--- src/rtl/ps_packet_buffer_pkg.sv ---
// Shared types for the PacketStream store-and-forward buffer.
package ps_packet_buffer_pkg;

  typedef enum logic [0:0] {
    WR_STORE,
    WR_DISCARD
  } wr_state_e;

endpackage

--- src/rtl/ps_packet_buffer_ram.sv ---
// Simple dual-port RAM for ps_packet_buffer: one write port and one registered read port.
module ps_packet_buffer_ram #(
  parameter int unsigned WIDTH  = 9,
  parameter int unsigned AWIDTH = 6
) (
  input  logic              clk,
  input  logic              reset,
  input  logic              i_we,
  input  logic [AWIDTH-1:0] i_waddr,
  input  logic [WIDTH-1:0]  i_wdata,
  input  logic              i_re,
  input  logic [AWIDTH-1:0] i_raddr,
  output logic [WIDTH-1:0]  o_rdata
);

  localparam int unsigned DEPTH = 1 << AWIDTH;

  logic [WIDTH-1:0] r_mem [DEPTH];
  logic [WIDTH-1:0] r_rdata;

  always_ff @(posedge clk) begin
    if (i_we) begin
      r_mem[i_waddr] <= i_wdata;
    end
  end

  // The read register doubles as the output holding stage, so it keeps its value when idle.
  always_ff @(posedge clk) begin
    if (reset) begin
      r_rdata <= '0;
    end else if (i_re) begin
      r_rdata <= r_mem[i_raddr];
    end
  end

  assign o_rdata = r_rdata;

endmodule

--- src/rtl/ps_packet_buffer.sv ---
// Store-and-forward PacketStream FIFO. Define PS_PACKET_BUFFER_DROP_EN to discard oversize
// packets instead of cutting them through when the buffer fills.
module ps_packet_buffer
  import ps_packet_buffer_pkg::*;
#(
  parameter int unsigned DWIDTH = 8,
  parameter int unsigned AWIDTH = 6
) (
  input  logic              clk,
  input  logic              reset,
  input  logic [DWIDTH-1:0] i_dat,
  input  logic              i_val,
  input  logic              i_eop,
  output logic              i_rdy,
  output logic [DWIDTH-1:0] o_dat,
  output logic              o_val,
  output logic              o_eop,
  input  logic              o_rdy,
  output logic              o_drop
);

  localparam logic [AWIDTH:0] ONE = (AWIDTH + 1)'(1);

  logic [AWIDTH:0] r_wr_ptr;
  logic [AWIDTH:0] r_rd_ptr;
  logic [AWIDTH:0] r_cmt_ptr;
  logic [AWIDTH:0] r_pkt_cnt;
  logic            r_rd_active;
  logic            r_o_val;
  logic [DWIDTH:0] w_rdata;

  logic w_full;
  logic w_empty;
  logic w_discard;
  logic w_rewind;
  logic w_wr_en;
  logic w_leave;
  logic w_out_eop;
  logic w_pkt_avail;
  logic w_elig;
  logic w_rd_en;

  // Full is measured against the committed pointer so the word parked in the output
  // stage still occupies a slot.
  assign w_full  = (r_wr_ptr[AWIDTH] != r_cmt_ptr[AWIDTH]) &&
                   (r_wr_ptr[AWIDTH-1:0] == r_cmt_ptr[AWIDTH-1:0]);
  assign w_empty = (r_wr_ptr == r_rd_ptr);

  assign i_rdy   = ~w_full | w_discard;
  assign w_wr_en = i_val & i_rdy & ~w_discard;

  assign w_leave     = r_o_val & o_rdy;
  assign w_out_eop   = r_o_val & w_rdata[DWIDTH];
  assign w_pkt_avail = (r_pkt_cnt != {{AWIDTH{1'b0}}, w_out_eop});

`ifdef PS_PACKET_BUFFER_DROP_EN
  wr_state_e       r_wr_state;
  logic [AWIDTH:0] r_pkt_start;
  logic            r_drop;

  assign w_discard = (r_wr_state == WR_DISCARD);
  // Partial packet already spans the whole buffer: it can never complete.
  assign w_rewind  = (r_wr_state == WR_STORE) & i_val & w_full & (r_cmt_ptr == r_pkt_start);
  assign w_elig    = ~w_empty & (w_pkt_avail | (r_rd_active & ~w_out_eop));
  assign o_drop    = r_drop;

  always_ff @(posedge clk) begin
    if (reset) begin
      r_wr_state  <= WR_STORE;
      r_pkt_start <= '0;
      r_drop      <= 1'b0;
    end else begin
      r_drop <= 1'b0;
      unique case (r_wr_state)
        WR_STORE: begin
          if (w_rewind) begin
            r_wr_state <= WR_DISCARD;
          end else if (w_wr_en && i_eop) begin
            r_pkt_start <= r_wr_ptr + ONE;
          end
        end
        WR_DISCARD: begin
          if (i_val && i_eop) begin
            r_drop     <= 1'b1;
            r_wr_state <= WR_STORE;
          end
        end
        default: r_wr_state <= WR_STORE;
      endcase
    end
  end
`else
  assign w_discard = 1'b0;
  assign w_rewind  = 1'b0;
  // Full with no complete packet would deadlock, so the partial packet is cut through.
  assign w_elig    = ~w_empty & (w_pkt_avail | (r_rd_active & ~w_out_eop) | w_full);
  assign o_drop    = 1'b0;
`endif

  assign w_rd_en = w_elig & (~r_o_val | o_rdy);

  always_ff @(posedge clk) begin
    if (reset) begin
      r_wr_ptr    <= '0;
      r_rd_ptr    <= '0;
      r_cmt_ptr   <= '0;
      r_pkt_cnt   <= '0;
      r_rd_active <= 1'b0;
      r_o_val     <= 1'b0;
    end else begin
      if (w_rewind) begin
        r_wr_ptr <= r_wr_ptr - (AWIDTH + 1)'(1 << AWIDTH);
      end else if (w_wr_en) begin
        r_wr_ptr <= r_wr_ptr + ONE;
      end
      if (w_rd_en) begin
        r_rd_ptr <= r_rd_ptr + ONE;
      end
      if (w_leave) begin
        r_cmt_ptr   <= r_cmt_ptr + ONE;
        r_rd_active <= ~w_rdata[DWIDTH];
      end
      case ({w_wr_en & i_eop, w_leave & w_rdata[DWIDTH]})
        2'b10:   r_pkt_cnt <= r_pkt_cnt + ONE;
        2'b01:   r_pkt_cnt <= r_pkt_cnt - ONE;
        default: r_pkt_cnt <= r_pkt_cnt;
      endcase
      if (w_rd_en) begin
        r_o_val <= 1'b1;
      end else if (w_leave) begin
        r_o_val <= 1'b0;
      end
    end
  end

  ps_packet_buffer_ram #(
    .WIDTH  (DWIDTH + 1),
    .AWIDTH (AWIDTH)
  ) u_ram (
    .clk     (clk),
    .reset   (reset),
    .i_we    (w_wr_en),
    .i_waddr (r_wr_ptr[AWIDTH-1:0]),
    .i_wdata ({i_eop, i_dat}),
    .i_re    (w_rd_en),
    .i_raddr (r_rd_ptr[AWIDTH-1:0]),
    .o_rdata (w_rdata)
  );

  assign o_val = r_o_val;
  assign o_dat = w_rdata[DWIDTH-1:0];
  assign o_eop = w_rdata[DWIDTH];

endmodule

--- config.mk ---
export PLATFORM = sky130hd
export DESIGN_NAME = ps_packet_buffer
export DESIGN_NICKNAME = d
export VERILOG_FILES = /design/src/rtl/ps_packet_buffer_pkg.sv /design/src/rtl/ps_packet_buffer_ram.sv /design/src/rtl/ps_packet_buffer.sv
export SDC_FILE = /design/constraint.sdc
export NUM_CORES = 1
export LEC_CHECK = 0
export ABC_AREA = 1
export BUFFER_PORTS_ARGS = -buffer_cell sky130_fd_sc_hd__buf_2
export CORE_MARGIN = 10
export CORE_UTILIZATION = 55
export CTS_CLUSTER_SIZE = 40
export DETAILED_ROUTE_END_ITERATION = 7
export GPL_ROUTABILITY_DRIVEN = 0
export HOLD_SLACK_MARGIN = 0.03
export PLACE_DENSITY = 0.71
export SLEW_MARGIN = 20
export SYNTH_ARGS = -nofsm -noshare
export SYNTH_HDL_FRONTEND = slang
export SYNTH_SLANG_ARGS = --single-unit
export TNS_END_PERCENT = 1
--- constraint.sdc ---
create_clock -name clk -period 5.7 [get_ports clk]
set_input_delay 0 -clock clk [delete_from_list [all_inputs] [get_ports clk]]
set_output_delay 0 -clock clk [all_outputs]
set_load 0.01 [all_outputs]
==> results.sh, run 1 <==
export IMPL_grt_busiest_layer="met2"
export IMPL_grt_ovfl_total=0
export IMPL_slew_viol_final=0
export IMPL_seq_power_share=0.427
export IMPL_cap_violations=0
export IMPL_seq_area_frac_synth=0.679
export IMPL_rsz0062_at_grt="no"
export IMPL_timing_final_crit_share=0.601
export IMPL_dieHeight_um=240
export IMPL_cp_num_buf_inv=1
export IMPL_switching_share=0.333
export IMPL_critical_path_max_stage_delay_ns=0.92
export IMPL_reg2reg_slack_ns=2.27
export IMPL_setup_violations=0
export IMPL_yosysWarnings=0
export IMPL_core_area_mm2=0.0477
export IMPL_avgSynthCellArea_um2=10.1
export IMPL_critical_path_cell_chain="nand2_1 -> nand2_1 -> nor2_1 -> nand2_1 -> or2_4 -> nand2_8 -> inv_2 -> nand4_1 -> nor2_1"
export IMPL_multiInputGateArea_mm2=0.00691
export IMPL_syn_nets=2645
export IMPL_drtIter0Drc=2026
export IMPL_num_nets_final=2624
export IMPL_synth_edf_count=576
export IMPL_grt_max_degree=151
export IMPL_fmax_mhz=292
export IMPL_ys_ff_latch=615
export IMPL_final_seq_area_mm2=0.0181
export IMPL_r2r_start="r_wr_ptr[2]"
export IMPL_fillers=3892
export IMPL_crit_family="simple AND/OR/NAND/NOR gates"
export IMPL_status="complete, no violations"
export IMPL_p_comb_frac=0.246
export IMPL_start_kind="flip-flop"
export IMPL_vias=18218
export IMPL_grtUsageMet1=0.313
export IMPL_drive_above_1_share=0.0599
export IMPL_fp_dieW_um=240
export IMPL_maxSlewHeadroom=0.325
export IMPL_required_ns=5.96
export IMPL_rows=80
export IMPL_io_buffers=23
export IMPL_dieArea_mm2=0.0576
export IMPL_place_area_mm2=0.0270
export IMPL_hold_start="i_dat[0]"
export IMPL_clk_pin_slew_ns=0.07
export IMPL_cts_max_path_buffers=3
export IMPL_p_leak_nw=11.4
export IMPL_rr_endpoint="u_ram.r_mem[10][1]"
export IMPL_clkPwrFrac=0.327
export IMPL_cts_tree="yes"
export IMPL_p_sw_mw=4.09
export IMPL_routed_wl_um=65100
export IMPL_hold_path_depth=2
export IMPL_drt_pass1_iter_count=6
export IMPL_wl_per_cell_um=19.9
export IMPL_synthCells=2626
export IMPL_placed_cells=3155
export IMPL_min_path_type="input pin to flip-flop"
export IMPL_grt_usage=0.227
export IMPL_slowest_stage="nor2_1"
export IMPL_min_to="u_ram.r_mem[6][0]"
export IMPL_grt_use_met2=0.357
export IMPL_synth_cell_types=34
export IMPL_power_density_mw_per_mm2=422
export IMPL_initial_core_util=0.557
export IMPL_io_pins=25
export IMPL_synth_flop_cell="edfxtp_1"
export IMPL_cp_max_fo=11
export IMPL_n_antenna_cell=0
export IMPL_cts_resized=0
export IMPL_hold_viol=0
export IMPL_ant_nets=0
export IMPL_grt_pass1_vias=17360
export IMPL_root_buffer="clkbuf_16"
export IMPL_end_kind="flip-flop"
export IMPL_worstPathArrival_ns=3.69
export IMPL_area_delta_synth_final_pct=9.21
export IMPL_synthArstFlopShare=0
export IMPL_post_route_min_period_ns=3.43
export IMPL_drc=0
export IMPL_peakVddDrop_v=0.000516
export IMPL_synth_area_mm2=0.0266
export IMPL_crit_top_cell="nand2_1"
export IMPL_dp_hpwl_um=37300
export IMPL_ctsHtreeMaxLevel=2
export IMPL_met3_usage=0.0439
export IMPL_criticalPathCategory="flip-flop to flip-flop"
export IMPL_clock_skew_ns=0.0229
export IMPL_tns_ns=0
export IMPL_viasPerCell=5.57
export IMPL_grt_pass1_wl_um=100000
export IMPL_worst_r2r_path_depth=9
export IMPL_worst_pin_slew_ns=1.01
export IMPL_layout_cells_non_filler=3271
export IMPL_intPower_mw=8.19
export IMPL_cts_num_sinks=615
export IMPL_fin_area_mm2=0.0291
export IMPL_clkLatencyLatePin_ns=0.63
export IMPL_numCtsBuffers=60
export IMPL_antenna_found_initial=0
kinds of logic after synthesis:
family,count (synthesis),synth area share
buffers and inverters,391,0.0613
XOR/XNOR,18,0.00592
AO/OA/AOI/OAI,177,0.0339
AND/OR/NAND/NOR,1418,0.217
other,1,0.000141
flip-flops,615,0.679
adder cells (fa/ha/maj),6,0.00282
cell type report:
class,count,share of cell area
Inverter,263,0.0344
Clock buffer,74,0.0563
Sequential cell,615,0.622
Tap cell,615,0.0265
Timing Repair Buffer,45,0.0103
Clock inverter,39,0.0126
Multi-Input combinational cell,1620,0.238
synthesized netlist by cell type, types with 9 or more instances:
library cell    n  share of area
nand2_1       778           0.11
o21ai_1         9         0.0017
inv_1         251          0.035
edfxtp_1      576           0.65
dfxtp_1        39          0.029
xor2_1         11         0.0036
buf_1          18         0.0025
nand3_1       252          0.047
nor2_1        367          0.052
a21oi_1        30         0.0056
buf_4          15         0.0042
clkbuf_1       36         0.0051
buf_2          54          0.010
inv_2          10         0.0014
o21ai_0       134          0.025
flip-flops by register name, indices dropped and copies added, names as in the netlist:
signal / count
r_rd_active: 1
o_val: 1
r_rd_ptr: 7
u_ram.o_rdata: 9
r_cmt_ptr: 7
r_wr_ptr: 7
r_pkt_cnt: 7
u_ram.r_mem: 576
power groups by stage:
| stage | clock [mW] | combinational, mW | sequential, mW |
|---|---|---|---|
| final | 4.02 | 3.01 | 5.24 |
| after global routing | 4.23 | 3.38 | 5.25 |
| after CTS | 4.06 | 2.99 | 5.24 |
| after detailed placement | 0 | 2.97 | 5.33 |
| after global placement | 0 | 2.93 | 5.33 |
| after floorplan | 0 | 2.26 | 5.15 |
what timing repair did:
item	4_1_cts	5_1_grt
hold buffers	3	0
buffers inserted	0	0
hold endpoints to repair	35	0
worst reg2reg max path: cells and delay by family (launching register included):
kind | cells | cell delay (ns)
DFF | 1 | 0.63
buffers and inverters | 1 | 0.22
and+or+nand+nor | 8 | 2.21
layout by cell type, fill, tap and decap left out, drive strengths merged:
cell type | synthesis | layout
clkinvlp | 0 | 1
dlygate4sd3 | 0 | 3
nand4 | 9 | 9
nor3 | 3 | 3
dfxtp | 39 | 39
inv | 262 | 264
bufinv | 0 | 7
buf | 92 | 42
nor2 | 369 | 369
o21a | 1 | 1
nand2 | 779 | 779
xor2 | 11 | 11
xnor2 | 7 | 7
a21oi | 32 | 32
nor4 | 1 | 1
clkbuf | 36 | 74
nand3 | 254 | 254
or2 | 2 | 2
o21ai | 143 | 143
clkinv | 1 | 30
conb | 1 | 1
edfxtp | 576 | 576
o21bai | 1 | 1
and3 | 1 | 1
ha | 6 | 6
worst max-delay path by stage:
stage,end,cells past startpoint,slack (ns),from
after CTS,u_ram.r_mem[34][7],9,2.32,r_wr_ptr[2]
after detailed placement,u_ram.r_mem[10][7],9,2.32,r_wr_ptr[2]
final,u_ram.r_mem[10][1],9,2.27,r_wr_ptr[2]
after floorplan,r_pkt_cnt[4],21,3.03,r_wr_ptr[0]
after global routing,u_ram.o_rdata[8],11,2.11,r_rd_ptr[1]
after global placement,u_ram.r_mem[42][0],9,2.40,r_wr_ptr[2]
per-layer routing:
layer	vias up	part of all wire
li1	8586	-
met1	8678	0.42
met2	837	0.46
met3	117	0.096
met4	0	0.029
met5	-	0
through the flow:
step | hold slack (ns) | power, mW | utilization | setup slack (ns)
final | 0.0860 | 12.3 | 0.609 | 2.27
after global routing | 0.125 | 12.9 | 0.609 | 2.11
after CTS | 0.0942 | 12.3 | 0.609 | 2.32
after detailed placement | 0.358 | 8.30 | 0.566 | 2.32
after floorplan | 0.0989 | 7.40 | - | 3.03
after global placement | 0.355 | 8.26 | 0.566 | 2.40
Power figures use the tool's default switching activity.
==> run 2: changes to the inputs <==
- ABC_AREA: 1 -> 0
- clock period: 5.7 -> 3.32 ns (I/O delays scaled with it)
==> results.sh, run 2 <==
export IMPL_status="complete, no violations"
export IMPL_maxSlewHeadroom=0.286
export IMPL_rows=77
export IMPL_cap_violations=0
export IMPL_io_pins=25
export IMPL_cts_tree="yes"
export IMPL_grt_max_degree=65
export IMPL_wl_per_cell_um=26.7
export IMPL_grt_pass1_vias=12921
export IMPL_min_path_type="input pin to flip-flop"
export IMPL_post_route_min_period_ns=3.06
export IMPL_ant_nets=0
export IMPL_final_common_cell="edfxtp_1"
export IMPL_core_area_mm2=0.0441
export IMPL_slew_viol_final=0
export IMPL_syn_nets=1334
export IMPL_worst_r2r_path_depth=6
export IMPL_worstPathArrival_ns=3.29
export IMPL_crit_end="u_ram.r_mem[4][1]"
export IMPL_cp_max_fo=10
export IMPL_routed_wl_um=55200
export IMPL_rsz0062_at_grt="no"
export IMPL_drc=0
export IMPL_required_ns=3.56
export IMPL_yosysWarnings=0
export IMPL_vias=12808
export IMPL_avgSynthCellArea_um2=18.6
export IMPL_dp_hpwl_um=34000
export IMPL_synthArstFlopShare=0
export IMPL_end_kind="flip-flop"
export IMPL_antenna_found_initial=1
export IMPL_power_density_mw_per_mm2=573
export IMPL_fp_dieW_um=231
export IMPL_synth_area_mm2=0.0245
export IMPL_root_buffer="clkbuf_16"
export IMPL_fmax_mhz=327
export IMPL_placed_cells=1948
export IMPL_clk_pin_slew_ns=0.06
export IMPL_area_delta_synth_final_pct=12.6
export IMPL_drive_above_1_share=0.223
export IMPL_start_kind="flip-flop"
export IMPL_yosysTopAreaCellShare=0.706
export IMPL_hold_viol=0
export IMPL_synth_flop_cell="edfxtp_1"
export IMPL_io_buffers=23
export IMPL_max_flop_register="u_ram.r_mem"
export IMPL_drtIter0Drc=1465
export IMPL_largest_reg_flops=576
export IMPL_worst_pin_slew_ns=1.07
export IMPL_cts_setup_buffers=0
export IMPL_ctsHtreeMaxLevel=2
export IMPL_synth_area_leaders="edfxtp_1, mux4_2, dfxtp_1"
export IMPL_grt_pass1_wl_um=83300
export IMPL_num_nets_final=1444
export IMPL_synthTopCellsByCount="edfxtp_1, mux4_2, nor2_1"
export IMPL_yosysTopAreaCell="edfxtp_1"
export IMPL_dieArea_mm2=0.0534
export IMPL_criticalPathCategory="flip-flop to flip-flop"
export IMPL_clock_skew_ns=0.0218
export IMPL_ys_ff_latch=615
export IMPL_numCtsBuffers=59
export IMPL_peakVddDrop_v=0.000416
export IMPL_rr_endpoint="u_ram.r_mem[4][1]"
export IMPL_synthCells=1315
export IMPL_cts_num_sinks=615
export IMPL_mostFrequentLayoutCells="edfxtp_1, mux4_2, nor2_1, buf_4, mux2i_1"
export IMPL_viasPerCell=6.20
export IMPL_initial_core_util=0.555
export IMPL_critPathLaunch="r_wr_ptr[0]"
export IMPL_r2r_start="r_wr_ptr[0]"
export IMPL_clkLatencyLatePin_ns=0.62
export IMPL_drt_pass1_iter_count=7
export IMPL_reg2reg_slack_ns=0.26
export IMPL_setup_violations=0
export IMPL_grt_ovfl_total=0
export IMPL_layout_cells_non_filler=2067
export IMPL_timing_final_crit_share=0.921
export IMPL_synth_edf_count=576
export IMPL_dieHeight_um=231
export IMPL_tns_ns=0
export IMPL_grt_usage=0.208
export IMPL_synth_cell_types=68
export IMPL_cts_max_path_buffers=3
export IMPL_yosysMostFrequentCell="edfxtp_1"
export IMPL_p_leak_nw=8.57
export IMPL_seq_area_frac_synth=0.738
run 2: cell count changes after synthesis, moves of 14 or more:
cell	delta
a211oi_1	+18
a22oi_1	+36
and2_1	+14
buf_2	-29
clkbuf_1	-23
inv_1	-247
mux2i_1	+76
mux4_2	+110
nand2_1	-751
nand3_1	-237
nor2_1	-257
nor2b_1	+15
o21ai_0	-122
run 2: layer usage:
metal  share of wire  GRT usage
met1            0.42      0.291
met2            0.47      0.320
met3           0.082     0.0474
met4           0.029     0.0695
met5               0          0
run 2: stage by stage:
step | hold slack (ns) | setup WS (ns) | area (um^2) | power [mW] | utilization
CTS | 0.114 | 0.232 | 27600 | 15.9 | 0.625
global route | 0.154 | 0.0308 | 27600 | 16.3 | 0.625
detailed placement | 0.411 | 0.245 | 25700 | 9.66 | 0.582
floorplan | 0.0989 | 0.134 | 24500 | 9.33 | -
global placement | 0.414 | 0.325 | 25700 | 9.65 | 0.582
finish | 0.129 | 0.262 | 27600 | 15.8 | 0.625
run 2: critical path, stage by stage (launching register included):
cell	delay [ns]
dfxtp_1	0.55
xnor2_1	0.12
nand3_1	0.15
o21a_1	0.31
and2_1	0.22
nand2_1	0.45
nor2_1	0.85
run 2: cells by family (layout without fill, tap and decap cells):
| logic type | Yosys count | after routing | synth area share |
|---|---|---|---|
| DFF | 615 | 615 | 0.738 |
| adders and majority gates | 6 | 6 | 0.00306 |
| and+or+nand+nor | 240 | 240 | 0.0485 |
| other | 1 | 2 | 0.000153 |
| AOI/OAI and AO/OA | 148 | 148 | 0.0458 |
| buffers and inverters | 84 | 243 | 0.0201 |
| muxes | 187 | 187 | 0.133 |
| xor gates and xnor gates | 34 | 34 | 0.0121 |
run 2: layout make-up:
type                       count  area [um^2]
antenna                        1         2.50
timing repair buffer         128          986
multi-input combinational    616         5940
clock buffer                  73         1550
tap                          592          741
sequential                   615        18100
inverter                       5         18.8
fill                        3120        16500
clock inverter                37          269
run 2: timing repair:
action	CTS	global route
gates resized for setup	0	1
endpoints found under the setup margin	0	1
endpoints found under the hold margin	167	0
hold buffers	8	0
run 2: power breakdown:
part	internal, mW	switching (mW)	leakage (nW)
registers	8.51	0.0676	5.50
clock network	3.54	2.78	0.881
logic	0.392	0.532	2.19
run 2: how the worst min path moves through the flow:
stage | cells after the start | end | slack, ns | from
after global placement | 3 | o_val | 0.41 | o_rdy
final | 1 | u_ram.r_mem[44][1] | 0.13 | i_dat[1]
after detailed placement | 3 | o_val | 0.41 | o_rdy
after floorplan | 0 | u_ram.r_mem[0][0] | 0.1 | i_dat[0]
after CTS | 1 | u_ram.r_mem[40][1] | 0.11 | i_dat[1]
after global routing | 2 | u_ram.r_mem[24][8] | 0.15 | i_eop
